==> config.mk <==
export PLATFORM = sky130hd
export DESIGN_NAME = sdr_receive
export DESIGN_NICKNAME = d
export VERILOG_FILES = /design/src/rtl/sdr_receive.sv
export SDC_FILE = /design/constraint.sdc
export NUM_CORES = 1
export LEC_CHECK = 0
export CORE_MARGIN = 3
export CORE_UTILIZATION = 55
export CTS_BUF_LIST = sky130_fd_sc_hd__clkbuf_4 sky130_fd_sc_hd__clkbuf_8
export DETAILED_ROUTE_END_ITERATION = 10
export HOLD_SLACK_MARGIN = 0.1
export PLACE_DENSITY = 0.81
export REMOVE_ABC_BUFFERS = 1
export SLEW_MARGIN = 20
export SYNTH_ARGS = -nofsm -noshare
export SYNTH_HDL_FRONTEND = slang
export SYNTH_SLANG_ARGS = --single-unit
export TNS_END_PERCENT = 100
==> constraint.sdc <==
create_clock -name rx_clock -period 3.4 [get_ports rx_clock]
set_clock_uncertainty 0.2 [all_clocks]
set_input_delay 1.02 -clock rx_clock [delete_from_list [all_inputs] [get_ports rx_clock]]
set_output_delay 1.02 -clock rx_clock [all_outputs]
set_load 0.01 [all_outputs]
==> src/rtl/sdr_receive.sv <==
// sdr_receive: receive-side decoder for Protocol 2 payloads (ports 1024/1027/1029).
// Decodes discovery/General, High Priority control and TX I/Q data.
// Optional feature macro: SDR_RX_SEQ_CHECK_EN (per-stream sequence error counters).
module sdr_receive #(
  parameter int          NR         = 2,
  parameter logic [15:0] HP_MIN_LEN = 16'd333
) (
  input  logic             rx_clock,
  input  logic             rst_n,
  input  logic             udp_rx_active,
  input  logic [7:0]       udp_rx_data,
  input  logic [15:0]      to_port,
  input  logic             discovery_ACK,
  input  logic             txiq_full,
  output logic             discovery,
  output logic             run,
  output logic             ptt,
  output logic             wideband,
  output logic [7:0]       wb_packets_per_frame,
  output logic [32*NR-1:0] rx_freq,
  output logic [31:0]      tx_freq,
  output logic             hp_update,
  output logic             txiq_wrreq,
  output logic [7:0]       txiq_wrdata,
  output logic             txiq_overflow,
  output logic [15:0]      seq_err_hp,
  output logic [15:0]      seq_err_iq
);
  typedef enum logic [2:0] {IDLE, SEQ, GENERAL, HIGH_PRI, TX_IQ, SKIP} state_t;
  typedef enum logic [1:0] {ST_GEN, ST_HP, ST_IQ, ST_NONE} stream_t;

  localparam int          RXW     = 32 * NR;
  localparam int          OFFW    = $clog2(RXW);
  localparam logic [15:0] DDC_END = 16'(9 + 4 * NR);

  state_t      state;
  stream_t     stream, port_stream;
  logic [15:0] byte_no;   // index of the byte currently on the bus; packet length at the end
  logic        armed;     // blocks a packet already in flight when reset releases

  // shadow copies of control fields, committed only when the packet ends cleanly
  logic           sh_run, sh_ptt, sh_wb;
  logic [7:0]     sh_ppf;
  logic [RXW-1:0] sh_rx;
  logic [31:0]    sh_tx;

  logic start, byte_in, pkt_end, gen_commit, hp_commit, run_rise, run_fall, disc_set;
  logic [15:0]     ddc_rel;
  logic [OFFW-1:0] ddc_off;

  assign start      = (state == IDLE) && udp_rx_active && armed;
  assign byte_in    = (state != IDLE) && udp_rx_active;
  assign pkt_end    = (state != IDLE) && !udp_rx_active;
  assign gen_commit = pkt_end && (state == GENERAL) && (byte_no > 16'd28);
  assign hp_commit  = pkt_end && (state == HIGH_PRI) && (byte_no >= HP_MIN_LEN);
  assign run_rise   = hp_commit && !run && sh_run;
  assign run_fall   = hp_commit && run && !sh_run;
  assign disc_set   = byte_in && (state == GENERAL) && (byte_no == 16'd4) &&
                      (udp_rx_data == 8'h02);

  // DDC k occupies bytes 9+4k..12+4k, MSB first: bit offset = 32k + 8*(3-lane)
  assign ddc_rel = byte_no - 16'd9;
  assign ddc_off = OFFW'({ddc_rel[15:2], ~ddc_rel[1:0], 3'b000});

  // destination port selects which decoder runs after the sequence number
  always_comb begin
    case (to_port)
      16'd1024: port_stream = ST_GEN;
      16'd1027: port_stream = ST_HP;
      16'd1029: port_stream = ST_IQ;
      default:  port_stream = ST_NONE;
    endcase
  end

  // packet framing FSM and saturating byte counter
  always_ff @(posedge rx_clock or negedge rst_n) begin
    if (!rst_n) begin
      state   <= IDLE;
      stream  <= ST_NONE;
      byte_no <= '0;
      armed   <= 1'b0;
    end else begin
      if (!udp_rx_active) armed <= 1'b1;
      if (start) begin
        stream  <= port_stream;
        byte_no <= 16'd1;
        state   <= SEQ;
      end else if (pkt_end) begin
        state <= IDLE;
      end else if (byte_in) begin
        if (byte_no != 16'hFFFF) byte_no <= byte_no + 16'd1;
        case (state)
          SEQ: if (byte_no == 16'd3) begin
            case (stream)
              ST_GEN:  state <= GENERAL;
              ST_HP:   state <= HIGH_PRI;
              ST_IQ:   state <= TX_IQ;
              default: state <= SKIP;
            endcase
          end
          GENERAL: if (byte_no == 16'd4 && udp_rx_data != 8'h00) state <= SKIP;
          default: ;
        endcase
      end
    end
  end

  // shadow fields: seeded from committed values at packet start, filled per byte
  always_ff @(posedge rx_clock or negedge rst_n) begin
    if (!rst_n) begin
      sh_run <= 1'b0;
      sh_ptt <= 1'b0;
      sh_wb  <= 1'b0;
      sh_ppf <= 8'd1;
      sh_rx  <= '0;
      sh_tx  <= '0;
    end else if (start) begin
      sh_run <= run;
      sh_ptt <= ptt;
      sh_wb  <= wideband;
      sh_ppf <= wb_packets_per_frame;
      sh_rx  <= rx_freq;
      sh_tx  <= tx_freq;
    end else if (byte_in) begin
      if (state == GENERAL) begin
        if (byte_no == 16'd23) sh_wb  <= udp_rx_data[0];
        if (byte_no == 16'd28) sh_ppf <= udp_rx_data;
      end
      if (state == HIGH_PRI) begin
        if (byte_no == 16'd4) begin
          sh_run <= udp_rx_data[0];
          sh_ptt <= udp_rx_data[1];
        end
        if (byte_no >= 16'd9 && byte_no < DDC_END) sh_rx[ddc_off +: 8] <= udp_rx_data;
        case (byte_no)
          16'd329: sh_tx[31:24] <= udp_rx_data;
          16'd330: sh_tx[23:16] <= udp_rx_data;
          16'd331: sh_tx[15:8]  <= udp_rx_data;
          16'd332: sh_tx[7:0]   <= udp_rx_data;
          default: ;
        endcase
      end
    end
  end

  // committed control outputs and discovery handshake
  always_ff @(posedge rx_clock or negedge rst_n) begin
    if (!rst_n) begin
      discovery            <= 1'b0;
      run                  <= 1'b0;
      ptt                  <= 1'b0;
      wideband             <= 1'b0;
      wb_packets_per_frame <= 8'd1;
      rx_freq              <= '0;
      tx_freq              <= '0;
      hp_update            <= 1'b0;
    end else begin
      hp_update <= hp_commit;
      if (gen_commit) begin
        wideband             <= sh_wb;
        wb_packets_per_frame <= sh_ppf;
      end
      if (hp_commit) begin
        run     <= sh_run;
        ptt     <= sh_run & sh_ptt;
        rx_freq <= sh_rx;
        tx_freq <= sh_tx;
      end
      if (disc_set)           discovery <= 1'b1;
      else if (discovery_ACK) discovery <= 1'b0;
    end
  end

  // TX I/Q byte path to the FIFO with sticky overflow
  always_ff @(posedge rx_clock or negedge rst_n) begin
    if (!rst_n) begin
      txiq_wrreq    <= 1'b0;
      txiq_wrdata   <= '0;
      txiq_overflow <= 1'b0;
    end else begin
      txiq_wrreq <= 1'b0;
      if (run_rise) txiq_overflow <= 1'b0;
      if (byte_in && state == TX_IQ) begin
        txiq_wrreq  <= !txiq_full;
        txiq_wrdata <= udp_rx_data;
        if (txiq_full) txiq_overflow <= 1'b1;
      end
    end
  end

`ifdef SDR_RX_SEQ_CHECK_EN
  logic [23:0] seq_sh;
  logic [31:0] seq_full, exp_hp, exp_iq;
  logic        vld_hp, vld_iq, seq_done;

  assign seq_full = {seq_sh, udp_rx_data};
  assign seq_done = byte_in && (state == SEQ) && (byte_no == 16'd3);

  // per-stream expected sequence tracking; cleared when the radio stops
  always_ff @(posedge rx_clock or negedge rst_n) begin
    if (!rst_n) begin
      seq_sh     <= '0;
      exp_hp     <= '0;
      exp_iq     <= '0;
      vld_hp     <= 1'b0;
      vld_iq     <= 1'b0;
      seq_err_hp <= '0;
      seq_err_iq <= '0;
    end else begin
      if (start)                       seq_sh <= {16'h0, udp_rx_data};
      else if (byte_in && state == SEQ) seq_sh <= {seq_sh[15:0], udp_rx_data};
      if (run_fall) begin
        vld_hp     <= 1'b0;
        vld_iq     <= 1'b0;
        seq_err_hp <= '0;
        seq_err_iq <= '0;
      end else if (seq_done) begin
        if (stream == ST_HP) begin
          if (vld_hp && seq_full != exp_hp && seq_err_hp != 16'hFFFF)
            seq_err_hp <= seq_err_hp + 16'd1;
          exp_hp <= seq_full + 32'd1;
          vld_hp <= 1'b1;
        end
        if (stream == ST_IQ) begin
          if (vld_iq && seq_full != exp_iq && seq_err_iq != 16'hFFFF)
            seq_err_iq <= seq_err_iq + 16'd1;
          exp_iq <= seq_full + 32'd1;
          vld_iq <= 1'b1;
        end
      end
    end
  end
`else
  assign seq_err_hp = '0;
  assign seq_err_iq = '0;
`endif

endmodule

==> results.json <==
{
  "ys_seq_area_frac": 0.536,
  "clk_pin_slew_ns": 0.08,
  "fill_cells": 1445,
  "io_pins": 180,
  "tns_ns": 0,
  "htree_levels": 2,
  "cts_tree": "built",
  "wl_per_cell_um": 20.7,
  "syn-cell-area_um2": 11600,
  "postSynth.asyncResetShare": 1.00,
  "yosysWarnings": 0,
  "clock-sinks": 248,
  "totalPowerFinal_mw": 9.57,
  "maxSlewHeadroom": 0.329,
  "status": "finished clean",
  "final_cell_mix": "244 x dfrtp_1, 146 x clkdlybuf4s50_1, 114 x mux2_2",
  "cts-root-buf": "clkbuf_8",
  "drt_iter0_markers": 613,
  "area_delta_synth_final_pct": 23.8,
  "postRouteAntennaNets": 0,
  "required_ns": 3.61,
  "fin_util": 0.700,
  "hold_viol_final": 0,
  "cts_made_buffers": 40,
  "place_congestion": 0.919,
  "vias": 8508,
  "die_area_um2": 22800,
  "clock_path_buffers": 3,
  "drive_above_1_share": 0.236,
  "fin_nets": 1159,
  "grt_setup_unrepaired": "false",
  "drc": 0,
  "die_w_um": 151,
  "grt_pass1_wl_um": 47200,
  "max_cap_viol_count": 0,
  "antenna_found_initial": 0,
  "end_kind": "register",
  "synth.area.top_cells": "dfrtp_1 53%, mux2_2 11%, a221o_1 4.2%",
  "criticalPathCategory": "reg -> reg",
  "worst-slew-pin-transition_ns": 0.993,
  "syn_area_per_cell_um2": 12.2,
  "regArea_um2": 6210,
  "dp_hpwl_um": 19000,
  "postCtsHoldBufs": 0,
  "crit_fanout": 8,
  "rr_worst_depth": 7,
  "firstDrtPassIters": 4,
  "grt_max_degree": 101,
  "cellPowerDensity_nw_per_um2": 667,
  "multiInputGateArea_um2": 4830,
  "io_buffers": 147,
  "vias_per_cell": 5.98,
  "grt_usage": 0.262,
  "grt_pass1_vias": 8502,
  "final.min_clock_period_ns": 3.17,
  "rows": 52,
  "synth_largest_area_cell": "dfrtp_1",
  "gr-total-overflow": 0,
  "synthCells": 952,
  "yosys_register_bits": 248,
  "yosys_most_used_dff": "dfrtp_1",
  "final-max-slew-violation-count": 0,
  "critical_path_arrival_ns": 3.38,
  "yosys.cell_types.count": 68,
  "die_h_um": 151,
  "max_freq_mhz": 316,
  "ir_worst_vdd_v": 0.000427,
  "leakage_nw": 6.61,
  "layout_commonest_cell": "dfrtp_1",
  "synth_top_area_frac": 0.527,
  "hold_class": "in -> async",
  "clock_latency_ns": 0.54,
  "wl_um": 29500,
  "setup_viol": 0,
  "synth_edf_count": 0,
  "start_kind": "register",
  "initial_core_util": 0.565,
  "fp.coreArea_um2": 20500,
  "period_share": 0.932
}
## per-layer routing
layer,up-vias,track usage,share of wire,wire length [µm]
li1,3799,-,-,-
met1,4335,0.373,0.44,12900
met2,328,0.394,0.45,13300
met3,46,0.0796,0.088,2600
met4,0,0.0743,0.020,585
met5,-,0,0,0
## flip-flops by register name, summed over array words and instances, names as in the netlist, 2 cells and up
name / count
rx_freq: 64
sh_rx: 64
sh_tx: 32
tx_freq: 32
byte_no: 16
sh_ppf: 8
txiq_wrdata: 8
wb_packets_per_frame: 8
state: 3
stream: 2
## repair_timing
item | in CTS | in global routing
buffers inserted | 0 | 0
hold endpoints to repair | 0 | 0
setup endpoints to repair | 0 | 6
gates resized for setup | 0 | 1
## layout make-up
type,instances,share of cell area
clock inverters,10,0.00916
well taps,270,0.0236
diodes,1,0.000175
inverters,36,0.00942
repair buffers,188,0.133
multi-input cells,609,0.337
clock buffers,61,0.0542
flip-flops and latches,248,0.433
## power breakdown
part	leakage [nW]	switching, mW	internal (mW)
Combinational	3.03	1.60	1.22
Sequential	3.10	0.405	3.45
Clock	0.479	1.20	1.69
## worst max-delay path, cell delays in order (launching register included)
cell and delay [ns]:
dfrtp_1 0.49, inv_1 0.14, ha_1 0.28, or2b_2 0.30
a21o_2 0.20, a21oi_1 0.39, a41oi_1 0.53, a221o_1 0.50
## final timing paths
check / start / end / slack [ns]
max: byte_no[0]$_DFFE_PN0P_ / sh_rx[57]$_DFFE_PN0P_ / 0.23
min: rst_n / sh_rx[5]$_DFFE_PN0P_ / 0.20
max reg2reg: byte_no[0]$_DFFE_PN0P_ / sh_rx[57]$_DFFE_PN0P_ / 0.23
min reg2reg: wb_packets_per_frame[0]$_DFFE_PN1P_ / sh_ppf[0]$_DFFE_PN1P_ / 0.30
max in group asynchronous: rst_n / sh_ppf[0]$_DFFE_PN1P_ / 1.99
min in group rx_clock: wb_packets_per_frame[0]$_DFFE_PN1P_ / sh_ppf[0]$_DFFE_PN1P_ / 0.30
## synth_stat cells (15+ instances only)
| cell | count |
|---|---|
| dfrtp_1 | 244 |
| a221o_1 | 49 |
| mux2i_1 | 38 |
| o21ai_0 | 16 |
| a22o_1 | 47 |
| buf_4 | 33 |
| buf_2 | 15 |
| mux2_2 | 114 |
| clkbuf_1 | 31 |
| nand2_1 | 31 |
| and2_1 | 34 |
| a21oi_1 | 54 |
| a221o_2 | 16 |
| inv_1 | 36 |
| nor2_1 | 33 |
| nor3_1 | 15 |
## cell families (layout without fill, tap and decap cells)
logic type      after synthesis  in the layout  share of synthesized area
flops                       248            248                      0.536
compound gates              220            220                      0.150
simple gates                187            187                     0.0940
mux                         152            152                      0.144
buf+inv                     126            295                     0.0601
xor+xnor                     11             11                    0.00832
fa+ha+maj                     7              7                    0.00756
other cells                   1             33                   0.000324
## per-stage QoR
step / hold slack (ns) / std cells / instance area, µm² / setup WS (ns)
final: 0.204 / 1423 / 14300 / 0.232
after global routing: 0.232 / 1422 / 14300 / 0.0314
after CTS: 0.208 / 1422 / 14300 / 0.246
after detailed placement: 0.292 / 1351 / 13400 / 0.119
after global placement: 0.284 / 1351 / 13400 / 0.168
after floorplan: 0.276 / 893 / 11100 / -3.77
No activity file was read; power rests on OpenSTA's default activity.
